### src/rtl/ula_seq.sv
//------------------------------------------------------------------------------
// Module  : ula_seq
// Brief   : Accumulator sequencer driving an external 4-bit ALU. It handles
//           single ALU ops, LOAD, CLR and a 4-cycle shift-add multiply.
//           Optional macro ULA_SEQ_CNT_EN adds a saturating op_count output.
// Revision: 1.0 - initial release
//------------------------------------------------------------------------------
`default_nettype none

module ula_seq #(
  parameter logic [3:0] ACC_RST = 4'b0000
) (
  input  logic       clk,
  input  logic       reset,
  input  logic       cmd_valid,
  output logic       cmd_ready,
  input  logic [3:0] cmd_op,
  input  logic [3:0] cmd_data,
  output logic [3:0] alu_a,
  output logic [3:0] alu_b,
  output logic [2:0] alu_sel,
  input  logic [3:0] alu_res,
  input  logic       alu_cout,
  output logic [3:0] acc,
  output logic       flag_c,
  output logic       flag_z,
  output logic       err,
  output logic       busy,
  output logic       done
`ifdef ULA_SEQ_CNT_EN
  ,output logic [7:0] op_count
`endif
);

  localparam logic [3:0] c_OP_LOAD = 4'b1000;
  localparam logic [3:0] c_OP_MUL  = 4'b1001;
  localparam logic [3:0] c_OP_CLR  = 4'b1010;
  localparam logic [2:0] c_SEL_ADD = 3'b010;

  typedef enum logic [1:0] {
    S_IDLE = 2'd0,
    S_EXEC = 2'd1,
    S_MUL  = 2'd2,
    S_DONE = 2'd3
  } state_t;

  state_t     state_q, state_d;
  logic [2:0] sel_q, sel_d;
  logic [3:0] data_q, data_d;
  logic [3:0] acc_q, acc_d;
  logic       flag_c_q, flag_c_d;
  logic       flag_z_q, flag_z_d;
  logic       err_q, err_d;
  logic [3:0] m_q, m_d;
  logic [3:0] q_q, q_d;
  logic [3:0] p_q, p_d;
  logic [1:0] iter_q, iter_d;
  logic       ovf_q, ovf_d;

  always_ff @(posedge clk) begin
    if (reset) begin
      state_q  <= S_IDLE;
      sel_q    <= 3'b000;
      data_q   <= 4'h0;
      acc_q    <= ACC_RST;
      flag_c_q <= 1'b0;
      flag_z_q <= 1'b0;
      err_q    <= 1'b0;
      m_q      <= 4'h0;
      q_q      <= 4'h0;
      p_q      <= 4'h0;
      iter_q   <= 2'd0;
      ovf_q    <= 1'b0;
    end else begin
      state_q  <= state_d;
      sel_q    <= sel_d;
      data_q   <= data_d;
      acc_q    <= acc_d;
      flag_c_q <= flag_c_d;
      flag_z_q <= flag_z_d;
      err_q    <= err_d;
      m_q      <= m_d;
      q_q      <= q_d;
      p_q      <= p_d;
      iter_q   <= iter_d;
      ovf_q    <= ovf_d;
    end
  end

  always_comb begin
    state_d  = state_q;
    sel_d    = sel_q;
    data_d   = data_q;
    acc_d    = acc_q;
    flag_c_d = flag_c_q;
    flag_z_d = flag_z_q;
    err_d    = err_q;
    m_d      = m_q;
    q_d      = q_q;
    p_d      = p_q;
    iter_d   = iter_q;
    ovf_d    = ovf_q;
    alu_a    = acc_q;
    alu_b    = 4'h0;
    alu_sel  = 3'b000;

    case (state_q)
      S_IDLE: begin
        if (cmd_valid) begin
          sel_d  = cmd_op[2:0];
          data_d = cmd_data;
          if (!cmd_op[3]) begin
            state_d = S_EXEC;
          end else begin
            state_d = S_DONE;
            case (cmd_op)
              c_OP_LOAD: begin
                acc_d    = cmd_data;
                flag_c_d = 1'b0;
                flag_z_d = (cmd_data == 4'h0);
                err_d    = 1'b0;
              end
              c_OP_CLR: begin
                acc_d    = 4'h0;
                flag_c_d = 1'b0;
                flag_z_d = 1'b1;
                err_d    = 1'b0;
              end
              c_OP_MUL: begin
                state_d = S_MUL;
                m_d     = acc_q;
                q_d     = cmd_data;
                p_d     = 4'h0;
                iter_d  = 2'd0;
                ovf_d   = 1'b0;
              end
              default: err_d = 1'b1;
            endcase
          end
        end
      end

      S_EXEC: begin
        alu_b    = data_q;
        alu_sel  = sel_q;
        acc_d    = alu_res;
        flag_c_d = alu_cout;
        flag_z_d = (alu_res == 4'h0);
        err_d    = 1'b0;
        state_d  = S_DONE;
      end

      S_MUL: begin
        alu_a   = p_q;
        alu_b   = m_q;
        alu_sel = c_SEL_ADD;
        if (q_q[0]) begin
          p_d   = alu_res;
          ovf_d = ovf_d | alu_cout;
        end
        // A set MSB about to be shifted out still has multiplier bits pending.
        ovf_d  = ovf_d | (m_q[3] && (q_q[3:1] != 3'b000));
        m_d    = m_q << 1;
        q_d    = q_q >> 1;
        iter_d = iter_q + 2'd1;
        if (iter_q == 2'd3) begin
          acc_d    = p_d;
          flag_c_d = ovf_d;
          flag_z_d = (p_d == 4'h0);
          err_d    = 1'b0;
          state_d  = S_DONE;
        end
      end

      default: state_d = S_IDLE;
    endcase
  end

  assign cmd_ready = (state_q == S_IDLE);
  assign busy      = (state_q != S_IDLE);
  assign done      = (state_q == S_DONE);
  assign acc       = acc_q;
  assign flag_c    = flag_c_q;
  assign flag_z    = flag_z_q;
  assign err       = err_q;

`ifdef ULA_SEQ_CNT_EN
  logic [7:0] op_count_q;

  always_ff @(posedge clk) begin
    if (reset) begin
      op_count_q <= 8'h00;
    end else if (state_q == S_DONE && op_count_q != 8'hFF) begin
      op_count_q <= op_count_q + 8'h01;
    end
  end

  assign op_count = op_count_q;
`endif

endmodule

`default_nettype wire

### config.mk
export PLATFORM = sky130hd
export DESIGN_NAME = ula_seq
export DESIGN_NICKNAME = d
export VERILOG_FILES = /design/src/rtl/ula_seq.sv
export SDC_FILE = /design/constraint.sdc
export NUM_CORES = 1
export LEC_CHECK = 0
export BUFFER_PORTS_ARGS = -buffer_cell sky130_fd_sc_hd__buf_2
export CAP_MARGIN = 40
export CELL_PAD_IN_SITES_DETAIL_PLACEMENT = 1
export CELL_PAD_IN_SITES_GLOBAL_PLACEMENT = 1
export CORE_UTILIZATION = 40
export CTS_BUF_LIST = sky130_fd_sc_hd__clkbuf_4 sky130_fd_sc_hd__clkbuf_8
export DETAILED_ROUTE_END_ITERATION = 10
export PLACE_DENSITY_LB_ADDON = 0.1
export SYNTH_ARGS = -nofsm -noshare
export SYNTH_HDL_FRONTEND = slang
export SYNTH_SLANG_ARGS = --single-unit
### constraint.sdc
create_clock -name clk -period 1.9 [get_ports clk]
set_input_delay 0.38 -clock clk [delete_from_list [all_inputs] [get_ports clk]]
set_output_delay 0.38 -clock clk [all_outputs]
set_load 0.005 [all_outputs]
## After elaboration in Yosys (flattened, before gate mapping)

Cells that the tools add are included.

- Flip-flop bits (word level): 31
- Output and inout bits: 21

- Add/sub/neg operators: 1
- Eq/ne operators: 14
- Multiplexer cells: 52
- Bitwise operators: 2
- Reductions and logical operators: 16

Operators by type and width:

| cell | count |
|---|---|
| 2-to-1 mux 4 bit | 15 |
| one-hot mux 4 bit (2 select lines) | 5 |
| 2-to-1 mux 1 bit | 16 |
| AND reduction 5 bit | 3 |
| == test 4 bit (second input constant) | 3 |
| zero test 4 bit | 3 |
| 2-to-1 mux 2 bit | 6 |
| one-hot mux 4 bit (3 select lines) | 1 |
| one-hot mux 1 bit (3 select lines) | 3 |
| inequality test 2 bit (second input constant) | 4 |
| == test 2 bit (second input constant) | 3 |
| one-hot mux 1 bit (2 select lines) | 3 |
| one-hot mux 2 bit (3 select lines) | 1 |
| one-hot mux 3 bit (2 select lines) | 1 |
| nonzero test 3 bit | 2 |
| inequality test 2 x 1 -> 1 bit (second input constant) | 2 |
| one-hot mux 2 bit (2 select lines) | 1 |
| AND reduction 2 bit | 2 |
| AND reduction 4 bit | 1 |
| nonzero test 2 bit | 2 |
| inequality test 3 x 1 -> 1 bit (second input constant) | 1 |
| adder 2 x 1 -> 2 bit (second input constant) | 1 |
| == test 2 x 1 -> 1 bit (second input constant) | 1 |
| zero test 2 bit | 1 |
| other kinds (3) | 4 |

## Logic depth before layout (Yosys ltp)

- Depth in word-level cells: 6
- Mapped depth: 8
- Mapped depth without buffers: 6

## Worst setup path after synthesis

Ideal clock, no wire load.

- Path kind: register to output
- Start point: register state_q[0]
- End point: output port alu_b[0]
- Arrival time: 1.397 ns
- Data required time: 1.520 ns
- Slack: 0.123 ns
- Cell stages (with the launch flop): 6
- Buffers on the path: 2
- Cell sequence: dfxtp_1 > inv_1 > ha_1 > clkbuf_1 > clkbuf_1 > a21boi_0

- Longest elaborated chain between the ends: 2

RTL lines:

| item | line | text |
|---|---|---|
| start: declaration | 47 | `state_t state_q, state_d;` |
| start signal: assignment | 75 | `state_q <= state_d;` |
| == test 2 bit or == test 2 x 1 -> 1 bit (tied branches) | 107 | `case (state_q)` |
| one-hot mux 4 bit (2 select lines) (*) | 107 |  |
| end: declaration | 20 | `output logic [3:0] alu_b,` |

Mark *: on every way between the ends. The rest lies on a longest branch, timed or not.

## Worst setup path in the final report

- Start point: register state_q[0]
- End point: output port alu_a[0]

- Longest elaborated chain between the ends: 2

RTL lines:

| item | line | text |
|---|---|---|
| == test 2 bit | 107 |  |
| 2-to-1 mux 4 bit | 107 |  |
| end: declaration | 19 | `output logic [3:0] alu_a,` |

No other way between the ends.

==> flow_summary_export.csv <==
group,metric,value,unit
placement,dp_hpwl,3940,um
timing,period_needed,1840,ps
setup_path,r2r-end,"m_q[2]",
timing,skew,3.76,ps
setup_path,critPathMaxStageDelay,350,ps
layout,layout_commonest_cell,"buf_2",
global_route,grt-ovfl-total,0,
routing,drc,0,
setup_path,critPathRequiredTime,1520,ps
hold_path,hp-class,"primary input to register",
layout,syn2layout_area_growth,23.2,%
placement,port_buffers,36,
hold_path,worstHoldStart,"alu_res[1]",
yosys,synth_nets,233,
yosys,synth_cells,212,
routing,routed_wl,5650,um
clock_network,clk_path_buf_depth,2,
outcome,status,"finished, final reports clean",
yosys,synth_area_per_cell,8.13,um^2
clock_network,h-tree-depth,2,
setup_path,crit_chain,"inv_4, ha_4, buf_6, mux2_2, buf_2",
global_route,grt_first_pass_wirelength,8950,um
setup_path,worstSetupPathType,"register to output port",
timing,maxSlewHeadroom,59.9,%
yosys,synth_cell_types,42,
power_and_ir_drop,ir_worst_vdd,0.000988,V
layout,final_cell_mix,"36 x buf_2, 35 x nand2_1, 29 x dfxtp_1",
yosys,ys_async_sr_fraction,0,%
floorplan,coreArea,0.00406,mm^2
setup_path,crit_buf_inv,3,
yosys,yosys.area.top_type,"dfxtp_1",
power_and_ir_drop,p_per_area,1520,mW/mm^2
layout,diodes,0,
routing,vias,1761,
layout,drive_gt1_share,27.5,%
timing,hold_violations,0,
clock_network,worstSkewPairLatency,290,ps
global_route,grt_pass1_vias,1801,
yosys,ys_seq_elements,31,
placement,dp.cells,290,
global_route,antenna_found_initial,0,
timing,fin_tns_setup,0,ps
global_route,grt_max_degree,32,
routing,routed_via_density,5.85,
hold_path,whs_path_depth,3,
layout,finalNetCount,271,
clock_network,clk_pin_slew_worst_paths,70,ps
routing,post_drt_wl_per_cell,18.8,um
floorplan,rows,23,
timing,grt_setup_unrepaired,"no",
timing,timing.fmax,544,MHz
routing,dr.pass1.iters,4,
setup_path,reg2reg_slack,140,ps
routing,drt_iter0_drc,80,
layout,fin_util,52.4,%
setup_path,worstPathArrival,1460,ps
yosys,synth_edf_count,0,
floorplan,die_h,67.7,um
yosys,synthFlopType,"dfxtp_1",
yosys,syn_area,0.00172,mm^2
placement,gp_congestion,0.829,
hold_path,holdPathEnd,"p_q[1]",
global_route,grt.total_usage,27.2,%
setup_path,r2r_start,"state_q[1]",
clock_network,clock_sinks,31,
setup_path,r2r_cells,6,
layout,final_area,0.00212,mm^2
floorplan,start_util,42.5,%
setup_path,path_max_fanout,6,
timing,tightestPinTransition,601,ps
timing,final-setup-viol-count,0,
setup_path,crit_path_end_kind,"output port",
yosys,yosysWarnings,0,
clock_network,cts_made_buffers,5,
clock_network,cts_root_buf,"clkbuf_8",
setup_path,start_kind,"register",
power_and_ir_drop,p_leak,0.000837,uW
setup_path,crit_slowest_cell,"dfxtp_4",
floorplan,die-width,67.7,um
timing,period_share,96.8,%
floorplan,ios,37,
setup_path,cp_top_family,"flip-flops",
yosys,synth_top_area_share,36.0,%
placement,placed_area,0.00194,mm^2
floorplan,dieArea,0.00458,mm^2
routing,drtAntennaViolNets,0,
clock_network,cts_tree,"yes",
yosys,synth_area_leaders,"dfxtp_1 36%, nand2_1 7.6%, a21oi_1 7.3%",
layout,stdcell_count,301,
flow_run,drv_cap,0,
yosys,yosysSeqAreaShare,36.0,%
timing,final_max_slew_viol_count,0,
## metal layers
layer,track usage (%),routed length [um]
met5,0,0
met1,31.4,2370
met4,12.0,143
met3,6.25,272
met2,47.2,2870
## per-stage QoR
step | setup slack [ps] | hold WS [ps] | power (uW)
floorplan | 123 | 432 | 1870
finish | 61.1 | 380 | 3240
detailed placement | -15.9 | 454 | 2400
CTS | 0.397 | 380 | 3160
global placement | 159 | 442 | 2320
global route | 8.86 | 391 | 3460
## tightest hold or removal path: stages
cell     delay (ps)
buf_2           120
nand3_1          60
a21oi_1          60
## area by class of cell
type                    instances  area (um^2)
fillers                       502         1930
multi-input cells             162         1050
flip-flops and latches         31          626
repair buffers                 45          264
clock buffers                   8          104
well taps                      50         62.6
inverters                       5         21.3
## logic make-up after synthesis
group | count (synthesis) | synth area share [%]
muxes | 9 | 5.30
and+or+nand+nor | 90 | 26.6
DFF | 31 | 36.0
buffers and inverters | 19 | 5.44
adders and majority gates | 5 | 3.63
AOI/OAI and AO/OA | 58 | 23.0
## state kept, by name, summed over array words and instances (netlist names)
name	cells
err	1
acc	4
flag_z	1
iter_q	2
p_q	4
ovf_q	1
state_q	2
m_q	4
q_q	4
data_q	4
flag_c	1
sel_q	3
## worst max-delay path by stage
| stage | to | startpoint | depth (start not counted) | slack, ps |
|---|---|---|---|---|
| final | alu_a[0] | state_q[0] | 5 | 60 |
| after global routing | ovf_q | state_q[1] | 6 | 9 |
| after CTS | alu_a[0] | state_q[0] | 5 | 0.4 |
| after detailed placement | m_q[2] | state_q[0] | 6 | -20 |
| after global placement | acc[3] | state_q[0] | 6 | 160 |
| after floorplan | alu_b[0] | state_q[0] | 5 | 120 |
## power by group
part / switching [uW] / internal [uW] / total [uW]
Sequential: 121 / 792 / 912
Combinational: 980 / 743 / 1720
Clock: 257 / 345 / 602
Total: 1360 / 1880 / 3240
## timing repair
| action | CTS | global route |
|---|---|---|
| endpoints found under the hold margin | 0 | 0 |
| gates resized for setup | 11 | 7 |
| hold buffers | 0 | 0 |
| setup buffers | 2 | 1 |
| pin swaps | 1 | 1 |
| cloned | 0 | 0 |
| setup endpoints to repair | 13 | 5 |
## Yosys cell counts, types with 2 or more instances
library cell  number
nand2_1           35
dfxtp_1           31
a21oi_1           25
nor2_1            16
nand3_1           12
mux2i_1            8
o21ai_0            8
clkbuf_1           7
ha_1               5
inv_1              5
nor3_1             5
a211oi_1           4
a221oi_1           4
a21boi_0           3
a311oi_1           3
buf_2              3
buf_4              3
nor2b_1            3
nor4_1             3
a22oi_1            2
and2_1             2
and3_1             2
nor4b_1            2
o31ai_1            2
or3_1              2
Note: power is estimated with default switching activity, not from simulation.
